## src/rtl/mem_arbiter.sv

```systemverilog
// ---------------------------------------------------------------------------
// mem_arbiter
//   Two-master to one-slave memory arbiter. One transaction owns the slave
//   port at a time; the owner is chosen in IDLE, either round-robin or with
//   master 0 winning ties (FIXED_PRIO). Every transaction ends back in IDLE,
//   so s_valid is low for at least one cycle between transactions.
//
//   Optional feature: define ARB_TIMEOUT_EN to add a slave-response timeout.
//   A timed-out transaction completes to its master with 32'hDEAD_BEEF and
//   sets the sticky timeout_flag. Without the macro the arbiter waits for
//   s_ready indefinitely and timeout_flag is tied low.
//
// Ports
//   clk, resetn                 clock, synchronous active-low reset
//   m0_* / m1_*                 master request (valid, instr, addr, wdata,
//                               wstrb) and completion (ready, rdata)
//   s_valid .. s_wstrb          shared slave request (registered s_valid)
//   s_ready, s_rdata            slave completion and read data
//   grant                       one-hot owner, 2'b00 in IDLE
//   timeout_flag                sticky slave-timeout indicator
//
// State table
//   IDLE | no owner; pick a master from the pending requests
//   ACT0 | master 0 owns the slave port, waiting for completion
//   ACT1 | master 1 owns the slave port, waiting for completion
// ---------------------------------------------------------------------------
module mem_arbiter #(
    parameter int FIXED_PRIO     = 0,
    parameter int TIMEOUT_CYCLES = 64
) (
    input  logic        clk,
    input  logic        resetn,
    input  logic        m0_valid,
    input  logic        m0_instr,
    input  logic [31:0] m0_addr,
    input  logic [31:0] m0_wdata,
    input  logic [3:0]  m0_wstrb,
    output logic        m0_ready,
    output logic [31:0] m0_rdata,
    input  logic        m1_valid,
    input  logic        m1_instr,
    input  logic [31:0] m1_addr,
    input  logic [31:0] m1_wdata,
    input  logic [3:0]  m1_wstrb,
    output logic        m1_ready,
    output logic [31:0] m1_rdata,
    output logic        s_valid,
    output logic        s_instr,
    output logic [31:0] s_addr,
    output logic [31:0] s_wdata,
    output logic [3:0]  s_wstrb,
    input  logic        s_ready,
    input  logic [31:0] s_rdata,
    output logic [1:0]  grant,
    output logic        timeout_flag
);

    localparam logic [31:0] TIMEOUT_RDATA = 32'hDEAD_BEEF;

    typedef enum logic [1:0] {
        IDLE = 2'd0,
        ACT0 = 2'd1,
        ACT1 = 2'd2
    } state_t;

    state_t r_state;
    logic   r_s_valid;
    logic   r_last_grant;   // 0 = m0 granted last, 1 = m1 granted last
    logic   w_tmo;          // timeout fires this cycle
    logic   w_pick_m0;

    // Tie goes to m0 under fixed priority, or when m1 was served last.
    assign w_pick_m0 = m0_valid && (!m1_valid || (FIXED_PRIO != 0) || r_last_grant);

`ifdef ARB_TIMEOUT_EN
    logic [15:0] r_tmo_cnt;
    logic        r_tmo_flag;

    // s_ready arriving on the limit cycle wins over the timeout.
    assign w_tmo = (r_state != IDLE) && !s_ready &&
                   (r_tmo_cnt == 16'(TIMEOUT_CYCLES - 1));

    // Counter is held at zero in IDLE, so it starts from zero on entry to ACTx.
    always_ff @(posedge clk) begin
        if (!resetn) begin
            r_tmo_cnt  <= 16'd0;
            r_tmo_flag <= 1'b0;
        end else begin
            if (r_state == IDLE || w_tmo) begin
                r_tmo_cnt <= 16'd0;
            end else if (!s_ready) begin
                r_tmo_cnt <= r_tmo_cnt + 16'd1;
            end
            if (w_tmo) begin
                r_tmo_flag <= 1'b1;
            end
        end
    end

    assign timeout_flag = r_tmo_flag;
`else
    logic w_unused_tmo;

    assign w_tmo        = 1'b0;
    assign timeout_flag = 1'b0;
    assign w_unused_tmo = (TIMEOUT_CYCLES > 0);
`endif

    always_ff @(posedge clk) begin
        if (!resetn) begin
            r_state      <= IDLE;
            r_s_valid    <= 1'b0;
            r_last_grant <= 1'b1;
        end else begin
            case (r_state)
                IDLE: begin
                    if (w_pick_m0) begin
                        r_state      <= ACT0;
                        r_s_valid    <= 1'b1;
                        r_last_grant <= 1'b0;
                    end else if (m1_valid) begin
                        r_state      <= ACT1;
                        r_s_valid    <= 1'b1;
                        r_last_grant <= 1'b1;
                    end
                end
                ACT0: begin
                    // Completion, timeout, or abort by the owner all end here.
                    if (s_ready || w_tmo || !m0_valid) begin
                        r_state   <= IDLE;
                        r_s_valid <= 1'b0;
                    end
                end
                ACT1: begin
                    if (s_ready || w_tmo || !m1_valid) begin
                        r_state   <= IDLE;
                        r_s_valid <= 1'b0;
                    end
                end
                default: begin
                    r_state   <= IDLE;
                    r_s_valid <= 1'b0;
                end
            endcase
        end
    end

    assign s_valid = r_s_valid;
    assign grant   = {r_state == ACT1, r_state == ACT0};

    always_comb begin
        s_instr = 1'b0;
        s_addr  = 32'd0;
        s_wdata = 32'd0;
        s_wstrb = 4'd0;
        if (r_state == ACT0) begin
            s_instr = m0_instr;
            s_addr  = m0_addr;
            s_wdata = m0_wdata;
            s_wstrb = m0_wstrb;
        end else if (r_state == ACT1) begin
            s_instr = m1_instr;
            s_addr  = m1_addr;
            s_wdata = m1_wdata;
            s_wstrb = m1_wstrb;
        end
    end

    // resetn gating keeps ready low while reset is held, even if the
    // state register has not yet returned to IDLE.
    assign m0_ready = resetn && (r_state == ACT0) && (s_ready || w_tmo);
    assign m1_ready = resetn && (r_state == ACT1) && (s_ready || w_tmo);
    assign m0_rdata = (r_state == ACT0) ? (w_tmo ? TIMEOUT_RDATA : s_rdata) : 32'd0;
    assign m1_rdata = (r_state == ACT1) ? (w_tmo ? TIMEOUT_RDATA : s_rdata) : 32'd0;

endmodule

```

## config.mk

```make
export PLATFORM = sky130hd
export DESIGN_NAME = mem_arbiter
export DESIGN_NICKNAME = d
export VERILOG_FILES = /design/src/rtl/mem_arbiter.sv
export SDC_FILE = /design/constraint.sdc
export NUM_CORES = 1
export LEC_CHECK = 0
export BUFFER_PORTS_ARGS = -buffer_cell sky130_fd_sc_hd__buf_2
export CORE_AREA = 2 2 123 125
export DETAILED_ROUTE_END_ITERATION = 16
export DIE_AREA = 0 0 125 127
export GPL_ROUTABILITY_DRIVEN = 0
export GPL_TIMING_DRIVEN = 0
export SYNTH_ARGS = -nofsm -noshare
export SYNTH_HDL_FRONTEND = slang
export SYNTH_SLANG_ARGS = --single-unit
```

## constraint.sdc

```tcl
create_clock -name clk -period 1.8 [get_ports clk]
set_input_delay 0.54 -clock clk [delete_from_list [all_inputs] [get_ports clk]]
set_output_delay 0.54 -clock clk [all_outputs]
set_load 0.005 [all_outputs]
```

Word level (Yosys, flattened, before mapping)
Index checks and enable logic that the tools add are counted.
{"block": "totals", "register_bits": 4, "in_bits": 175, "out_inout_bits": 139}
{"block": "op_classes", "n_eq_ne": 5, "mux": 21, "n_reduce_logical": 14}
{"op": "$mux 32", "n": 6}
{"op": "$mux 2", "n": 4}
{"op": "$mux 4", "n": 2}
{"op": "$mux 1", "n": 7}
{"op": "$pmux 2 s3", "n": 1}
{"op": "$logic_and 1x1->1", "n": 5}
{"op": "$ne 2x1->1 const B", "n": 2}
{"op": "$logic_or 1x1->1", "n": 3}
{"op": "$ne 3x3->1 const B", "n": 1}
{"op": "$pmux 1 s3", "n": 1}
{"op": "$reduce_and 3->1", "n": 1}
{"op": "$eq 2x1->1 const B", "n": 1}
{"op": "$eq 2x2->1 const B", "n": 1}
{"op": "$logic_not 1->1", "n": 2}
{"op": "$logic_not 2->1", "n": 1}
{"op": "$reduce_and 2->1", "n": 1}
{"op": "$reduce_bool 2->1", "n": 1}

Depth between registers and ports, before layout
Gate-level depths: netlist of the first run.
{"block": "depth", "ltp_word": 5, "depth_mapped": 5, "mapped_depth_nobuf": 3}

Least setup slack after synthesis of the first run
OpenSTA, ideal clock, no wires.
{"block": "synth_path", "path_kind": "reg2out", "start": "register r_state[0]", "end": "output port s_addr[0]", "arrival_ps": 1108, "t_required_ps": 1260, "setup_slack_ps": 152, "stages_incl_launch_ff": 5, "n_path_buf": 2, "path_cell_list": "dfxtp_1 and2b_4 buf_2 buf_2 a22o_1"}
{"block": "synth_via", "elab_chain_cells": 3, "word_cells_on_any_way": 4, "cone_classes": "2 x eq/ne; 2 x mux"}
{"item": "from (decl)", "line_no": "66", "text": "state_t r_state;"}
{"item": "from (signal assigned)", "line_no": "111", "text": "r_state <= IDLE;"}
{"item": "from (signal assigned)", "line_no": "118", "text": "r_state <= ACT0;"}
{"item": "from (signal assigned)", "line_no": "122", "text": "r_state <= ACT1;"}
{"item": "$eq 2x2->1", "line_no": "161", "text": "end else if (r_state == ACT1) begin"}
{"item": "$mux 32", "line_no": "161"}
{"item": "$mux 32 (*)", "line_no": "156", "text": "if (r_state == ACT0) begin"}
{"item": "to (decl)", "line_no": "49", "text": "output logic [31:0] s_addr,"}
Mark *: on every way between the ends. The rest lies on a longest branch, timed or not.

Worst setup path after layout of the first run
{"block": "layout_path", "start": "register r_state[0]", "end": "output port s_wdata[30]"}
{"block": "layout_via", "elab_chain_cells": 3, "word_cells_on_any_way": 4, "cone_classes": "2 x eq/ne; 2 x mux"}
{"item": "$eq 2x2->1", "line_no": "161"}
{"item": "$mux 32", "line_no": "161"}
{"item": "$mux 32 (*)", "line_no": "156"}
{"item": "to (decl)", "line_no": "50", "text": "output logic [31:0] s_wdata,"}
Marked as above.

==> results.yml, run 1 <==
sta:
  finalClockSkew_ns: 0.0004276
  period_needed_ns: 1.992
  hold_violations: 0
  setup_violations: 135
  rsz0062_at_grt: "yes"
  fmax_ghz: 0.5020
  slew_viol_final: 0
  finalCritPeriodShare_pct: 110.7
  fin_ws_ns: -0.1919
  hold_slack_ns: 0.5608
synthesis:
  synth_fa_ha_area_share_pct: 0
  avgSynthCellArea_um2: 7.541
  synth_top_family_by_area: "compound AO/OA/AOI/OAI gates"
  synth_nets: 361
  yosys.area_share.simple_pct: 36.93
  synth_compound_area_share_pct: 46.12
  syn_area_um2: 1403
  synth_cells: 186
  ys_seq_area_share_pct: 5.709
  netlist-cell-type-count: 25
  synth_xor_area_share_pct: 0
  muxShareOfSynthArea_pct: 0
  yosysWarnings: 0
  ys_ff_latch: 4
placed_design:
  postPlaceCellArea_um2: 3194
  dp_slack_ns: -0.5029
  port-buffer-count: 312
  dp_hpwl_um: 8285
  dpl.cell_count: 682
worst_setup_path:
  endpoint_kind: "output port"
  crit_buf_inv: 3
  cp_top_family: "buffers and inverters"
  path_class: "register to output port"
  slowest_stage: "dfxtp_4"
  max_stage_delay_ns: 0.34
  start_kind: "register"
  cp_data_required_time_ns: 1.26
  worstPathArrival_ns: 1.45
  crit_path_cell_trace: "and2b_4 -> buf_12 -> buf_8 -> a22o_1 -> buf_2"
  cp_max_fo: 10
clocking:
  cts.sinks: 4
  tritoncts: "built"
  cts-root-buf: "clkbuf_16"
  hold_buffers: 0
  path_clk_slew_ns: 0.03
  cts_buffers: 3
  htreeDepth: 1
  clk_latency_ns: 0.22
  clockBufferDepth: 2
pwr:
  ir_worst_vdd_v: 0.0002217
  power.leakage_nw: 2.446
  power_density_nw_per_um2: 350.6
die:
  initial_core_util_pct: 9.724
  dieWidth_um: 125
  rows: 44
  die_area_um2: 15880
  io_pins: 314
  core_area_um2: 14420
  die_h_um: 127
detailed_routing:
  top_layer: "met4"
  viasPerCell: 3.990
  wl_met2_um: 5918
  ant_nets: 0
  drt_iter0_markers: 71
  avgRoutedWirePerCell_um: 16.07
  dr_wl_met3_um: 966
  drcViolationCount: 0
  dr_total_vias: 2821
  finalWirelength_um: 11360
  firstDrtPassIters: 4
  wl_met1_um: 4459
min_path:
  hold_path.class: "input pin to register"
outcome:
  status: "finished with violations"
  violations: "setup timing"
global_route:
  grt_usage_pct: 11.70
  grt_pass1_vias: 2665
  antenna_found_initial: 0
  grt_start_max_net_pins: 11
  overflow: 0
  grt_pass1_wl_um: 14590
final_layout:
  postLayoutCellArea_um2: 4299
  final_nets: 700
  diodes: 0
  area_delta_synth_final_pct: 206.5
  drive_above_1_share_pct: 78.97
  fin_cells: 707
  finish.utilization_pct: 29.81
run:
  max_cap_viol_count: 0
[cells by family after synthesis]
kind of cell | count (synthesis)
AND/OR/NAND/NOR | 82
buffers and inverters | 25
AO/OA/AOI/OAI | 74
flip-flops | 4
other | 1
[synthesized netlist by cell type, drive strengths merged]
master / n / share of area (%)
inv: 1 / 0.27
nand2: 2 / 0.54
and2: 64 / 29
a22o: 69 / 43
dfxtp: 4 / 5.7
nor2: 3 / 0.80
nor3: 1 / 0.36
o21ai: 1 / 0.36
nor2b: 2 / 0.89
buf: 21 / 9.9
a21oi: 1 / 0.36
nor4bb: 2 / 1.4
and3: 2 / 0.89
clkbuf: 3 / 0.80
nand3b: 1 / 0.54
o31a: 1 / 0.62
nor3b: 1 / 0.54
conb: 1 / 0.27
or4bb: 1 / 0.80
and2b: 1 / 0.71
a221oi: 2 / 1.7
nand2b: 2 / 0.89
[power by group]
part	switching (mW)	internal (mW)
Combinational	0.403	0.656
Clock	0.0604	0.284
Sequential	0.00745	0.0967
Total	0.471	1.04
[flip-flops by register name, summed over array words and instances, names as in the netlist]
| signal | cells |
|---|---|
| s_valid | 1 |
| r_state | 2 |
| r_last_grant | 1 |
[through the flow]
| step | setup TNS, ns | power, mW |
|---|---|---|
| floorplan | 0 | 0.4127 |
| global placement | -26.23 | 0.8544 |
| finish | -15.81 | 1.507 |
| detailed placement | -25.25 | 0.8553 |
| CTS | -21.68 | 1.390 |
| global route | -22.13 | 1.604 |
[final cells by class]
type	instances	area [um^2]
fillers	1531	10120
repair buffers	336	2266
multi-input cells	157	1300
plain buffers	22	336.6
well taps	184	230.2
flip-flops and latches	4	87.58
clock buffers	3	75.07
inverters	1	3.754
[routing by layer]
metal	global-route usage, %	vias up
li1	-	1372
met1	13.21	1254
met2	23.34	193
met3	2.178	2
met4	1.373	0
met5	0	-
[cell usage in the layout, fill, tap and decap left out, drive strengths merged]
master  netlist  final
buf          21    352
a22o         69     69
and2         64     64
clkbuf        3      9
dfxtp         4      4
nor2          3      3
and3          2      2
nand2         2      2
nand2b        2      2
nor4bb        2      2
nor2b         2      2
a221oi        2      2
and2b         1      1
nand3b        1      1
or4bb         1      1
nor3b         1      1
inv           1      1
nor3          1      1
a21oi         1      1
o31a          1      1
o21ai         1      1
conb          1      1
[repair_timing]
action,in CTS,in global routing
setup buffers,10,4
gates resized for setup,88,91
pin swaps,35,41
endpoints found under the setup margin,137,136
gates cloned,5,7
[worst paths after layout]
check | start | end | slack (ns) | depth (start not counted)
max | r_state[0] | s_wdata[30] | -0.19 | 5
min reg2reg | r_last_grant | r_state[0] | 0.57 | 2
min | m1_valid | r_state[0] | 0.56 | 2
max reg2reg | r_state[0] | r_state[1] | 0.44 | 6
(Power assumes the default switching activity.)
==> inputs of run 2 (changes only) <==
--- a/config.mk
+++ b/config.mk
@@ -12,4 +12,5 @@
 export GPL_ROUTABILITY_DRIVEN = 0
 export GPL_TIMING_DRIVEN = 0
+export SETUP_SLACK_MARGIN = 0.1
 export SYNTH_ARGS = -nofsm -noshare
 export SYNTH_HDL_FRONTEND = slang
==> constraint.sdc (replaced) <==
create_clock -name clk -period 1.8 [get_ports clk]
set_input_delay 0.36 -clock clk [delete_from_list [all_inputs] [get_ports clk]]
set_output_delay 0.36 -clock clk [all_outputs]
set_load 0.005 [all_outputs]
==> results.yml, run 2 (synthesis gave the netlist of run 1 again) <==
sta:
  setup_violations: 0
  slew_viol_final: 0
  finalClockSkew_ns: 0.00004255
  fin_tns_setup_ns: 0
  finalCritPeriodShare_pct: 99.91
  period_needed_ns: 1.798
  hold_violations: 0
  rsz0062_at_grt: "yes"
  fmax_ghz: 0.5561
clocking:
  clk_latency_ns: 0.22
  cts_buffers: 3
  hold_buffers: 0
  tritoncts: "built"
  path_clk_slew_ns: 0.03
  cts.sinks: 4
  htreeDepth: 1
  cts-root-buf: "clkbuf_16"
  clockBufferDepth: 2
global_route:
  grt_usage_pct: 11.47
  antenna_found_initial: 0
  grt_pass1_wl_um: 14320
  grt_start_max_net_pins: 11
  grt_pass1_vias: 2636
  overflow: 0
worst_setup_path:
  cp-startpoint: "r_state[0]"
  crit_path_cell_trace: "and2b_4 -> buf_12 -> buf_12 -> a22o_1 -> buf_2"
  worstRegToRegCells: 6
  worstPathArrival_ns: 1.44
  endpoint_kind: "output port"
  path_class: "register to output port"
  start_kind: "register"
  crit_end: "s_wdata[0]"
  cp_data_required_time_ns: 1.44
  cp_max_fo: 10
  max_stage_delay_ns: 0.34
  r2r_start: "r_state[0]"
  r2r-end: "r_state[1]"
  slowest_stage: "dfxtp_4"
  critical_path.most_common_cell: "buf_12"
  rrSetupSlack_ns: 0.44
final_layout:
  final_cell_mix: "buf_2, a22o_1, buf_6, and2_4, and2_1"
  top_register: "r_state"
  diodes: 0
  final_nets: 697
  final_common_cell: "buf_2"
  finish.utilization_pct: 28.58
  drive_above_1_share_pct: 77.12
  area_delta_synth_final_pct: 193.9
  largest_register_ffs: 2
pwr:
  p_int_mw: 1.004
  power.leakage_nw: 2.392
  power.share.clock_pct: 23.4
  seq_power_share_pct: 7.2
  netSwitchingFraction_pct: 31.47
  power_density_nw_per_um2: 355.5
  total_power_mw: 1.466
  combPwrFrac_pct: 69.4
  p_sw_mw: 0.4612
  ir_worst_vdd_v: 0.0002222
placed_design:
  port-buffer-count: 312
  dp_hpwl_um: 8285
die:
  die_area_um2: 15880
  io_pins: 314
  core_area_um2: 14420
  dieWidth_um: 125
  rows: 44
  die_h_um: 127
  initial_core_util_pct: 9.724
detailed_routing:
  firstDrtPassIters: 4
  drcViolationCount: 0
  drt_iter0_markers: 81
  viasPerCell: 4.014
  dr_total_vias: 2826
  ant_nets: 0
  avgRoutedWirePerCell_um: 15.95
  finalWirelength_um: 11230
min_path:
  hold_path_depth: 2
  hold_path.class: "input pin to register"
outcome:
  status: "finished clean"
run:
  max_cap_viol_count: 0
## run 2: metrics by stage
stage | hold slack, ns | setup WS, ns | instances | instance area [um^2]
after floorplan | 0.4362 | 0.3321 | 186 | 1403
after global placement | 0.5508 | -0.3414 | 682 | 3194
after detailed placement | 0.5500 | -0.3229 | 682 | 3194
after CTS | 0.3751 | -0.06599 | 695 | 3745
after global routing | 0.3995 | -0.07528 | 704 | 4123
final | 0.3798 | 0.001666 | 704 | 4123
## run 2: worst min path at each step
stage / startpoint / to / slack [ns]
after floorplan: resetn / r_last_grant / 0.44
after detailed placement: r_last_grant / r_last_grant / 0.55
after global routing: resetn / r_last_grant / 0.40
final: m1_valid / r_state[0] / 0.38
after global placement: r_last_grant / r_state[0] / 0.55
after CTS: resetn / r_last_grant / 0.38
## run 2: power by group through the flow
stage | clock, mW | sequential [mW] | combinational (mW)
global route | 0.358 | 0.106 | 1.10
global placement | 0 | 0.108 | 0.746
finish | 0.344 | 0.105 | 1.02
CTS | 0.349 | 0.104 | 0.919
detailed placement | 0 | 0.108 | 0.748
floorplan | 0 | 0.106 | 0.306
## run 2: routing by layer
| metal | track usage (%) | share of wire (%) |
|---|---|---|
| met1 | 13.06 | 40 |
| met2 | 22.67 | 52 |
| met3 | 2.219 | 7.8 |
| met4 | 1.373 | 0.12 |
| met5 | 0 | 0 |
## run 2: worst max-delay path, delay by kind of cell, from the launching register on
kind | cells | cell delay [ns]
buffers and inverters | 3 | 0.42
flip-flops | 1 | 0.34
AND/OR/NAND/NOR | 1 | 0.31
AO/OA/AOI/OAI | 1 | 0.15
## run 2: layout make-up
class	count	area, um^2
fill	1543	10300
timing repair buffer	332	2115
multi-input combinational	157	1280
buffer	23	331.6
tap	184	230.2
sequential	4	87.58
clock buffer	3	75.07
inverter	1	3.754
## run 2: repair_timing
item / in CTS / in global routing
pin swaps: 35 / 33
buffers inserted: 6 / 6
gates resized for setup: 84 / 64
gates cloned: 4 / 6
setup endpoints to repair: 137 / 127
